<file path="config.mk">
export PLATFORM = sky130hd
export DESIGN_NAME = acq_readout_ctrl
export DESIGN_NICKNAME = d
export VERILOG_FILES = /design/src/rtl/acq_readout_ctrl.sv
export SDC_FILE = /design/constraint.sdc
export NUM_CORES = 1
export LEC_CHECK = 0
export BUFFER_PORTS_ARGS = -buffer_cell sky130_fd_sc_hd__buf_2
export CAP_MARGIN = 10
export CELL_PAD_IN_SITES_DETAIL_PLACEMENT = 0
export CELL_PAD_IN_SITES_GLOBAL_PLACEMENT = 2
export CORE_MARGIN = 2
export CORE_UTILIZATION = 36
export DETAILED_ROUTE_END_ITERATION = 8
export GPL_ROUTABILITY_DRIVEN = 0
export PLACE_DENSITY = 0.92
export SLEW_MARGIN = 20
export SYNTH_ARGS = -nofsm -noshare
export SYNTH_HDL_FRONTEND = slang
export SYNTH_SLANG_ARGS = --single-unit
</file>
<file path="constraint.sdc">
create_clock -name clka -period 3.7 [get_ports clka]
set_input_delay 0.185 -clock clka [delete_from_list [all_inputs] [get_ports clka]]
set_output_delay 0.185 -clock clka [all_outputs]
set_load 0.1 [all_outputs]
</file>
<file path="src/rtl/acq_readout_ctrl.sv">
// Capture-RAM sequencer: arms the RAM, waits for the triggered capture, then streams the
// trigger window out over valid/ready. Optional header beat selected by ACQ_HEADER_EN.
module acq_readout_ctrl #(
   parameter int AW      = 12,
   parameter int DW      = 14,
   parameter int ARM_LEN = 4,
   parameter int EN_TMO  = 16
) (
   input  logic          clka,
   input  logic          rstn,
   input  logic          start,
   input  logic          cont,
   input  logic          abort,
   input  logic [AW-1:0] pnts_before,
   input  logic [AW-1:0] pnts_after,
   input  logic          ram_enabled,
   input  logic [AW-1:0] ram_addr_trig,
   input  logic [DW-1:0] ram_dob,
   output logic          ram_rst,
   output logic [AW-1:0] ram_addrb,
   output logic [DW-1:0] m_data,
   output logic          m_valid,
   input  logic          m_ready,
   output logic          m_last,
   output logic          busy,
   output logic          err_tmo,
   output logic [15:0]   evt_cnt,
   output logic [2:0]    dbg_state
);

   typedef enum logic [2:0] {
      S_IDLE     = 3'd0,
      S_ARM      = 3'd1,
      S_WAIT_EN  = 3'd2,
      S_WAIT_TRG = 3'd3,
      S_READ     = 3'd4,
      S_DONE     = 3'd5
   } state_t;

   localparam int CMAX = (ARM_LEN > EN_TMO) ? ARM_LEN : EN_TMO;
   localparam int CW   = $clog2(CMAX + 1);
   localparam int LW   = AW + 2;
   localparam logic [AW:0] LEN_MAX = {1'b1, {AW{1'b0}}};
`ifdef ACQ_HEADER_EN
   localparam logic HDR_EN = 1'b1;
`else
   localparam logic HDR_EN = 1'b0;
`endif
   localparam logic [LW-1:0] HDR_BEATS = {{(LW-1){1'b0}}, HDR_EN};

   state_t        r_state;
   logic [CW-1:0] r_cnt;
   logic          r_ram_rst;
   logic          r_err_tmo;
   logic [15:0]   r_evt_cnt;
   logic [AW-1:0] r_pb;
   logic [AW-1:0] r_pa;
   logic [AW-1:0] r_trig;
   logic [AW-1:0] r_addr;
   logic [LW-1:0] r_tot;
   logic [LW-1:0] r_issued;
   logic          r_hdr_todo;
   logic [DW-1:0] r_buf_d [2];
   logic          r_buf_l [2];
   logic          r_head;
   logic [1:0]    r_occ;
   logic          r_pend;
   logic          r_pend_hdr;
   logic          r_pend_last;

   logic [AW:0]   w_sum;
   logic [AW:0]   w_len;
   logic [LW-1:0] w_tot;
   logic          w_pop;
   logic [1:0]    w_fill;
   logic          w_issue;
   logic          w_tail;
   logic [DW-1:0] w_hdr_word;

   // Window length uses an AW+1-bit sum so a full-depth window is not lost to wrap.
   assign w_sum      = {1'b0, r_pb} + {1'b0, r_pa};
   assign w_len      = (w_sum > LEN_MAX) ? LEN_MAX : w_sum;
   assign w_tot      = {1'b0, w_len} + HDR_BEATS;
   assign w_hdr_word = {{(DW-AW){1'b0}}, r_trig};

   assign m_valid = (r_occ != 2'd0);
   assign m_data  = m_valid ? r_buf_d[r_head] : '0;
   assign m_last  = m_valid & r_buf_l[r_head];
   assign w_pop   = (r_state == S_READ) & m_valid & m_ready;

   // Buffer slots still claimed after this cycle's pop; counting the pop keeps 1 beat/cycle.
   assign w_fill  = r_occ + {1'b0, r_pend} - {1'b0, w_pop};
   assign w_issue = (r_state == S_READ) && (w_fill < 2'd2) && (r_issued != r_tot);
   assign w_tail  = r_head ^ r_occ[0];

   assign ram_rst   = r_ram_rst;
   assign ram_addrb = r_addr;
   assign busy      = (r_state != S_IDLE);
   assign err_tmo   = r_err_tmo;
   assign evt_cnt   = r_evt_cnt;
   assign dbg_state = r_state;

   always_ff @(posedge clka or negedge rstn) begin
      if (!rstn) begin
         r_state     <= S_IDLE;
         r_cnt       <= '0;
         r_ram_rst   <= 1'b0;
         r_err_tmo   <= 1'b0;
         r_evt_cnt   <= '0;
         r_pb        <= '0;
         r_pa        <= '0;
         r_trig      <= '0;
         r_addr      <= '0;
         r_tot       <= '0;
         r_issued    <= '0;
         r_hdr_todo  <= 1'b0;
         r_buf_d[0]  <= '0;
         r_buf_d[1]  <= '0;
         r_buf_l[0]  <= 1'b0;
         r_buf_l[1]  <= 1'b0;
         r_head      <= 1'b0;
         r_occ       <= '0;
         r_pend      <= 1'b0;
         r_pend_hdr  <= 1'b0;
         r_pend_last <= 1'b0;
      end else if (abort) begin
         r_state     <= S_IDLE;
         r_cnt       <= '0;
         r_ram_rst   <= 1'b0;
         r_hdr_todo  <= 1'b0;
         r_occ       <= '0;
         r_pend      <= 1'b0;
         r_pend_hdr  <= 1'b0;
         r_pend_last <= 1'b0;
      end else begin
         case (r_state)
            S_IDLE: begin
               if (start) begin
                  r_state   <= S_ARM;
                  r_ram_rst <= 1'b1;
                  r_cnt     <= '0;
                  r_err_tmo <= 1'b0;
                  r_pb      <= pnts_before;
                  r_pa      <= pnts_after;
               end
            end
            S_ARM: begin
               if (r_cnt == CW'(ARM_LEN - 1)) begin
                  r_ram_rst <= 1'b0;
                  r_cnt     <= '0;
                  r_state   <= S_WAIT_EN;
               end else begin
                  r_cnt <= r_cnt + 1'b1;
               end
            end
            S_WAIT_EN: begin
               if (ram_enabled) begin
                  r_state <= S_WAIT_TRG;
               end else if (r_cnt == CW'(EN_TMO - 1)) begin
                  r_err_tmo <= 1'b1;
                  r_state   <= S_IDLE;
               end else begin
                  r_cnt <= r_cnt + 1'b1;
               end
            end
            S_WAIT_TRG: begin
               // Entered with ram_enabled high, so a low here is the end-of-capture edge.
               if (!ram_enabled) begin
                  r_trig     <= ram_addr_trig;
                  r_addr     <= ram_addr_trig - r_pb;
                  r_tot      <= w_tot;
                  r_issued   <= '0;
                  r_hdr_todo <= HDR_EN;
                  r_head     <= 1'b0;
                  r_state    <= (w_tot == '0) ? S_DONE : S_READ;
               end
            end
            S_READ: begin
               if (r_pend) begin
                  r_buf_d[w_tail] <= r_pend_hdr ? w_hdr_word : ram_dob;
                  r_buf_l[w_tail] <= r_pend_last;
               end
               if (w_pop) begin
                  r_head <= ~r_head;
               end
               r_occ       <= w_fill;
               r_pend      <= w_issue;
               r_pend_hdr  <= w_issue & r_hdr_todo;
               r_pend_last <= w_issue && (r_issued == r_tot - 1'b1);
               if (w_issue) begin
                  r_issued <= r_issued + 1'b1;
                  if (r_hdr_todo) begin
                     r_hdr_todo <= 1'b0;
                  end else begin
                     r_addr <= r_addr + 1'b1;
                  end
               end
               if (w_pop && m_last) begin
                  r_state <= S_DONE;
               end
            end
            S_DONE: begin
               r_evt_cnt <= r_evt_cnt + 1'b1;
               if (cont) begin
                  r_state   <= S_ARM;
                  r_ram_rst <= 1'b1;
                  r_cnt     <= '0;
                  r_pb      <= pnts_before;
                  r_pa      <= pnts_after;
               end else begin
                  r_state <= S_IDLE;
               end
            end
            default: r_state <= S_IDLE;
         endcase
      end
   end

endmodule
</file>
Word-level counts from Yosys, hierarchy flattened
Cells that the tools add are included.
- output and inout port bits: 50
- input bits: 57
- logic and storage cells: 167
- register bits: 138
- equality and inequality tests: 26
- mux-type cells: 68
- order comparisons: 5
- $add $sub $neg: 9
- reduce and logical (&&, ||, !) cells: 28
- bitwise operators: 10
- operator list (kind ; count):
    $mux W14 ; 8
    $mux W12 ; 7
    $pmux W12 S2 ; 3
    $mux W5 ; 6
    $bwmux W28 ; 1
    $pmux W14 S2 ; 1
    $mux W1 ; 23
    $mux W3 ; 7
    $ne A3 B3 Y1 const B ; 7
    $pmux W5 S4 ; 1
    $reduce_and A5 Y1 ; 4
    $pmux W3 S6 ; 1
    $add A16 B1 Y16 const B ; 1
    $ne A2 B2 Y1 const B ; 8
    $reduce_and A4 Y1 ; 4
    $add A14 B1 Y14 const B ; 1
    $demux W14 S1 ; 1
    $eq A14 B14 Y1 ; 1
    $logic_not A14 Y1 ; 1
    $ne A14 B13 Y1 ; 1
    $sub A13 B1 Y14 const B ; 1
    $add A12 B12 Y13 ; 1
    $gt A13 B13 Y1 const B ; 1
    $mux W13 ; 1
    other kinds (32) ; 55

Longest topological paths before layout
- depth in word-level cells: 10
- depth in mapped cells: 16

Worst setup path before layout
No wires, ideal clock.
- path kind: reg-to-reg
- start point: reg r_state[1], in the netlist dbg_state[1]
- end point: reg r_pend_last
- cell stages (with the launch flop): 15
- setup time: 0.092 ns
- required time: 3.608 ns
- arrival: 3.685 ns
- setup slack: -0.077 ns
- clock period less this slack: 3.777 ns
- path through: dfrtp_1 -> clkbuf_1 -> nand2b_1 -> clkbuf_1 -> nor2_1 -> ha_1 -> inv_1 -> ha_1 -> xnor2_1 -> xnor2_1 -> nor2_1 -> and2_1 -> nand4_1 -> or4b_4 -> o31ai_2
- cells in the longest elaborated chain, start to end: 10
- ends and longest elaborated chain (item ; RTL line ; RTL):
    start: declaration ; 51 ; state_t r_state;
    start signal: assignment ; 175 ; r_state <= (w_tot == '0) ? S_DONE : S_READ;
    $eq A3 B3 Y1 * ; 89, 93, 136 ;
    $and A1 B1 Y1 (2 in series) ; 89 ; assign w_pop = (r_state == S_READ) & m_valid & m_ready;
    $sub A2 B1 Y2 ; 92 ; assign w_fill = r_occ + {1'b0, r_pend} - {1'b0, w_pop};
    $lt A2 B2 Y1 ; 93 ; assign w_issue = (r_state == S_READ) && (w_fill < 2'd2) && (r_issued != r_tot);
    $logic_and A1 B1 Y1 (2 in series) ; 93 ;
    $logic_and A1 B1 Y1 ; 189 ; r_pend_last <= w_issue && (r_issued == r_tot - 1'b1);
    $mux W1 ; 136 ; case (r_state)
    $mux W1 ; 126 ; end else if (abort) begin
    end signal: assignment ; 189 ;
    end: declaration ; 69 ; logic r_pend_last;
Mark *: on every way between the ends. The rest lies on a longest branch, timed or not. The select of a mux whose other input is x is not followed.
A chain may end at the register's enable or synchronous reset.

Worst setup path after layout
- start point: reg r_state[0], in the netlist dbg_state[0]
- end point: reg r_pend_last
Same word-level chain as after synthesis.

==> results.ini <==
[setup_path]
startpoint_type=flip-flop
r2r_setup_slack_ns=0.83
r2r-start=dbg_state[0]
r2r_end=r_pend_last
cp_max_fo=4
worstPathArrival_ns=3.20
worstSetupPathType=reg2reg
crit_path_end_kind=flip-flop
reg2reg_depth=13
cp_data_required_time_ns=4.03

[power]
p_leak_nw=4.27
p_int_mw=4.16
powerDensity_nw_per_um2=823
p_sw_frac=0.454
p_seq_frac=0.263
netSwitchingPower_mw=3.46
clkPwrFrac=0.230
ir_drop_uv=497
p_comb_frac=0.507

[synthesis]
ys_warn_count=0
yosysTopAreaCellShare=0.413
synthCells=792
syn-cell-area_um2=7520
synth_edf_count=0
yosysSeqAreaShare=0.413
async_reset_ff_frac=1.00
ys_types=63
synth_most_common_cell=dfrtp_1
synth_largest_area_cell=dfrtp_1
synthTopCellsByArea=dfrtp_1, mux2_2, ha_1
synth-main-ff-cell=dfrtp_1
syn-num-nets=882
synth-seq-cells=124
syn_avg_cell_area_um2=9.50
synth_common_cells=dfrtp_1, nor2_1, nand2_1

[global_route]
grt-busiest-layer=met2
antenna_found_initial=0
grt_use_total=0.174
met1_usage=0.239
grt_pass1_vias=5997
grt_pass1_wl_um=30700
grt_remaining_overflow=0
grt_max_degree=66
gr-usage-met2=0.284
grt_use_met3=0.0319

[die]
core_region_area_um2=20400
start_util=0.369
die_h_um=149
dieArea_um2=22100
fp.dieW_um=149
io_pins=107
placementRows=52

[layout]
syn_to_final_growth_pct=23.1
nets=1011
register_area_um2=3110
instances_no_fill=1204
fillers=1976
layout-drive-gt1-share=0.238
multi_input_area_um2=4150
num_antenna_cells=0

[clocking]
root_buffer=clkbuf_16
h-tree-depth=4
clk_latency_ns=0.42
cts_tree=done
post_cts.resized_instances=0
cts_max_path_buffers=2
clkSinkCount=124
clkSlewWorstSetupHoldPaths_ns=0.06
cts_buffers=17

[sta]
finalCritPeriodShare=0.776
tns_ns=0
finalSetupViolations=0
rsz0062_at_grt=false
fin_crit_ns=2.87
fmax_mhz=348
skew_ns=0.00862
whs_ns=0.00836
fin_ws_ns=0.830
tightest_slew_ns=0.788
slew_headroom=0.475
maxSlewViolCount=0
hold_viol=0

[placement]
dp_hpwl_um=13400
dpl.cell_count=1143
post-place-ws_ns=0.817
io_buffers=106

[drt]
avgRoutedWirePerCell_um=15.5
drc=0
vias=6201
vias_per_cell=5.15
drt.antenna.violating_nets=0
drt-initial-drc-count=231
dr.pass1.iters=5
finalWirelength_um=18600

[hold_path]
holdPathStages=2
holdCritStartpoint=pnts_after[0]
hp-class=in2reg
worst_hold_path.endpoint=r_pa[0]

[status]
status=finished, final reports clean

[run]
cap_violations=0

-- power groups by stage --
stage               Clock, mW  Combinational, mW  Sequential (mW)
detailed placement          0               3.83             2.03
finish                   1.75               3.86             2.01
global placement            0               3.83             2.02
global route             1.85               4.24             2.05
CTS                      1.79               3.87             2.01
floorplan                   0               2.46             2.53
-- cells in the final DEF, fill, tap and decap left out, types with 3 or more instances in the layout --
cell / count
a211oi_1: 4
a21o_1: 3
a21oi_1: 43
a22o_1: 8
a31oi_1: 17
and3_1: 10
buf_2: 105
buf_4: 13
bufinv_16: 3
clkbuf_16: 17
clkinv_4: 3
clkinvlp_4: 3
dfrtp_1: 122
dlygate4sd3_1: 29
ha_1: 31
inv_1: 27
inv_6: 5
mux2_2: 56
mux2i_1: 21
nand2_1: 64
nand2b_1: 9
nand3_1: 24
nand3b_1: 3
nand4_1: 11
nor2_1: 70
nor2b_1: 7
nor3_1: 19
nor4_1: 4
o21a_1: 10
o21ai_0: 57
o21bai_1: 4
o22ai_1: 5
o311ai_0: 4
o31ai_1: 8
o41ai_1: 3
or2_2: 5
or3_1: 9
or4_1: 3
xnor2_1: 27
xor2_1: 29
-- flip-flops by register name, summed over array words and instances (netlist names) --
name         count
r_pa            12
ram_rst          1
err_tmo          1
r_pend           1
r_cnt            5
r_buf_d         28
r_head           1
r_tot           13
r_buf_l          2
r_occ            2
ram_addrb       12
dbg_state        3
evt_cnt         16
r_pend_last      1
r_issued        14
r_pb            12
-- worst max-delay path by stage --
stage,startpoint,to,slack [ns],depth (start not counted)
after floorplan,dbg_state[2],r_pend_last,0.11,14
after global placement,dbg_state[0],r_pend_last,0.94,13
after detailed placement,dbg_state[0],r_pend_last,0.82,13
after CTS,dbg_state[0],r_pend_last,0.81,13
after global routing,dbg_state[0],r_issued[7],0.56,13
final,dbg_state[0],r_pend_last,0.83,13
-- layer usage --
metal | vias up | share of wire
met5 | - | 0
met3 | 17 | 0.029
met2 | 99 | 0.49
met4 | 0 | 0.011
li1 | 3119 | -
met1 | 2966 | 0.47
-- final cells by class --
| class | instances | area share |
|---|---|---|
| multi-input combinational | 602 | 0.449 |
| sequential | 124 | 0.335 |
| timing repair buffer | 148 | 0.101 |
| clock buffer | 18 | 0.0474 |
| tap | 270 | 0.0365 |
| clock inverter | 14 | 0.0197 |
| inverter | 28 | 0.0114 |
-- metrics by stage --
| step | utilization | area [µm²] | power [mW] |
|---|---|---|---|
| finish | 0.455 | 9260 | 7.62 |
| global route | 0.455 | 9260 | 8.14 |
| CTS | 0.454 | 9240 | 7.66 |
| detailed placement | 0.410 | 8340 | 5.86 |
| global placement | 0.410 | 8340 | 5.85 |
| floorplan | - | 7520 | 4.99 |
-- logic make-up (layout without fill, tap and decap cells) --
kind of cell	count (synthesis)	after routing	synth area share
simple gates	249	249	0.162
flops	124	124	0.413
compound gates	187	187	0.156
mux	77	77	0.112
buf+inv	66	208	0.0353
fa+ha+maj	33	33	0.0569
xor+xnor	56	56	0.0652
-- worst max-delay path, stage by stage (launching register included) --
cell and delay [ns]:
dfrtp_2 0.39, nor2b_1 0.26, nand2b_1 0.12, nor2_1 0.16, ha_1 0.25, inv_1 0.06
ha_1 0.14, xnor2_1 0.16, xnor2_1 0.09, nor2_1 0.15, and2_1 0.23, nand4_1 0.10
or4b_4 0.49, o31ai_2 0.17
-- what timing repair did --
action,4_1_cts,5_1_grt
hold buffers,27,2
setup buffers,0,0
endpoints found under the hold margin,89,2
No activity file was read; power rests on OpenSTA's default activity.
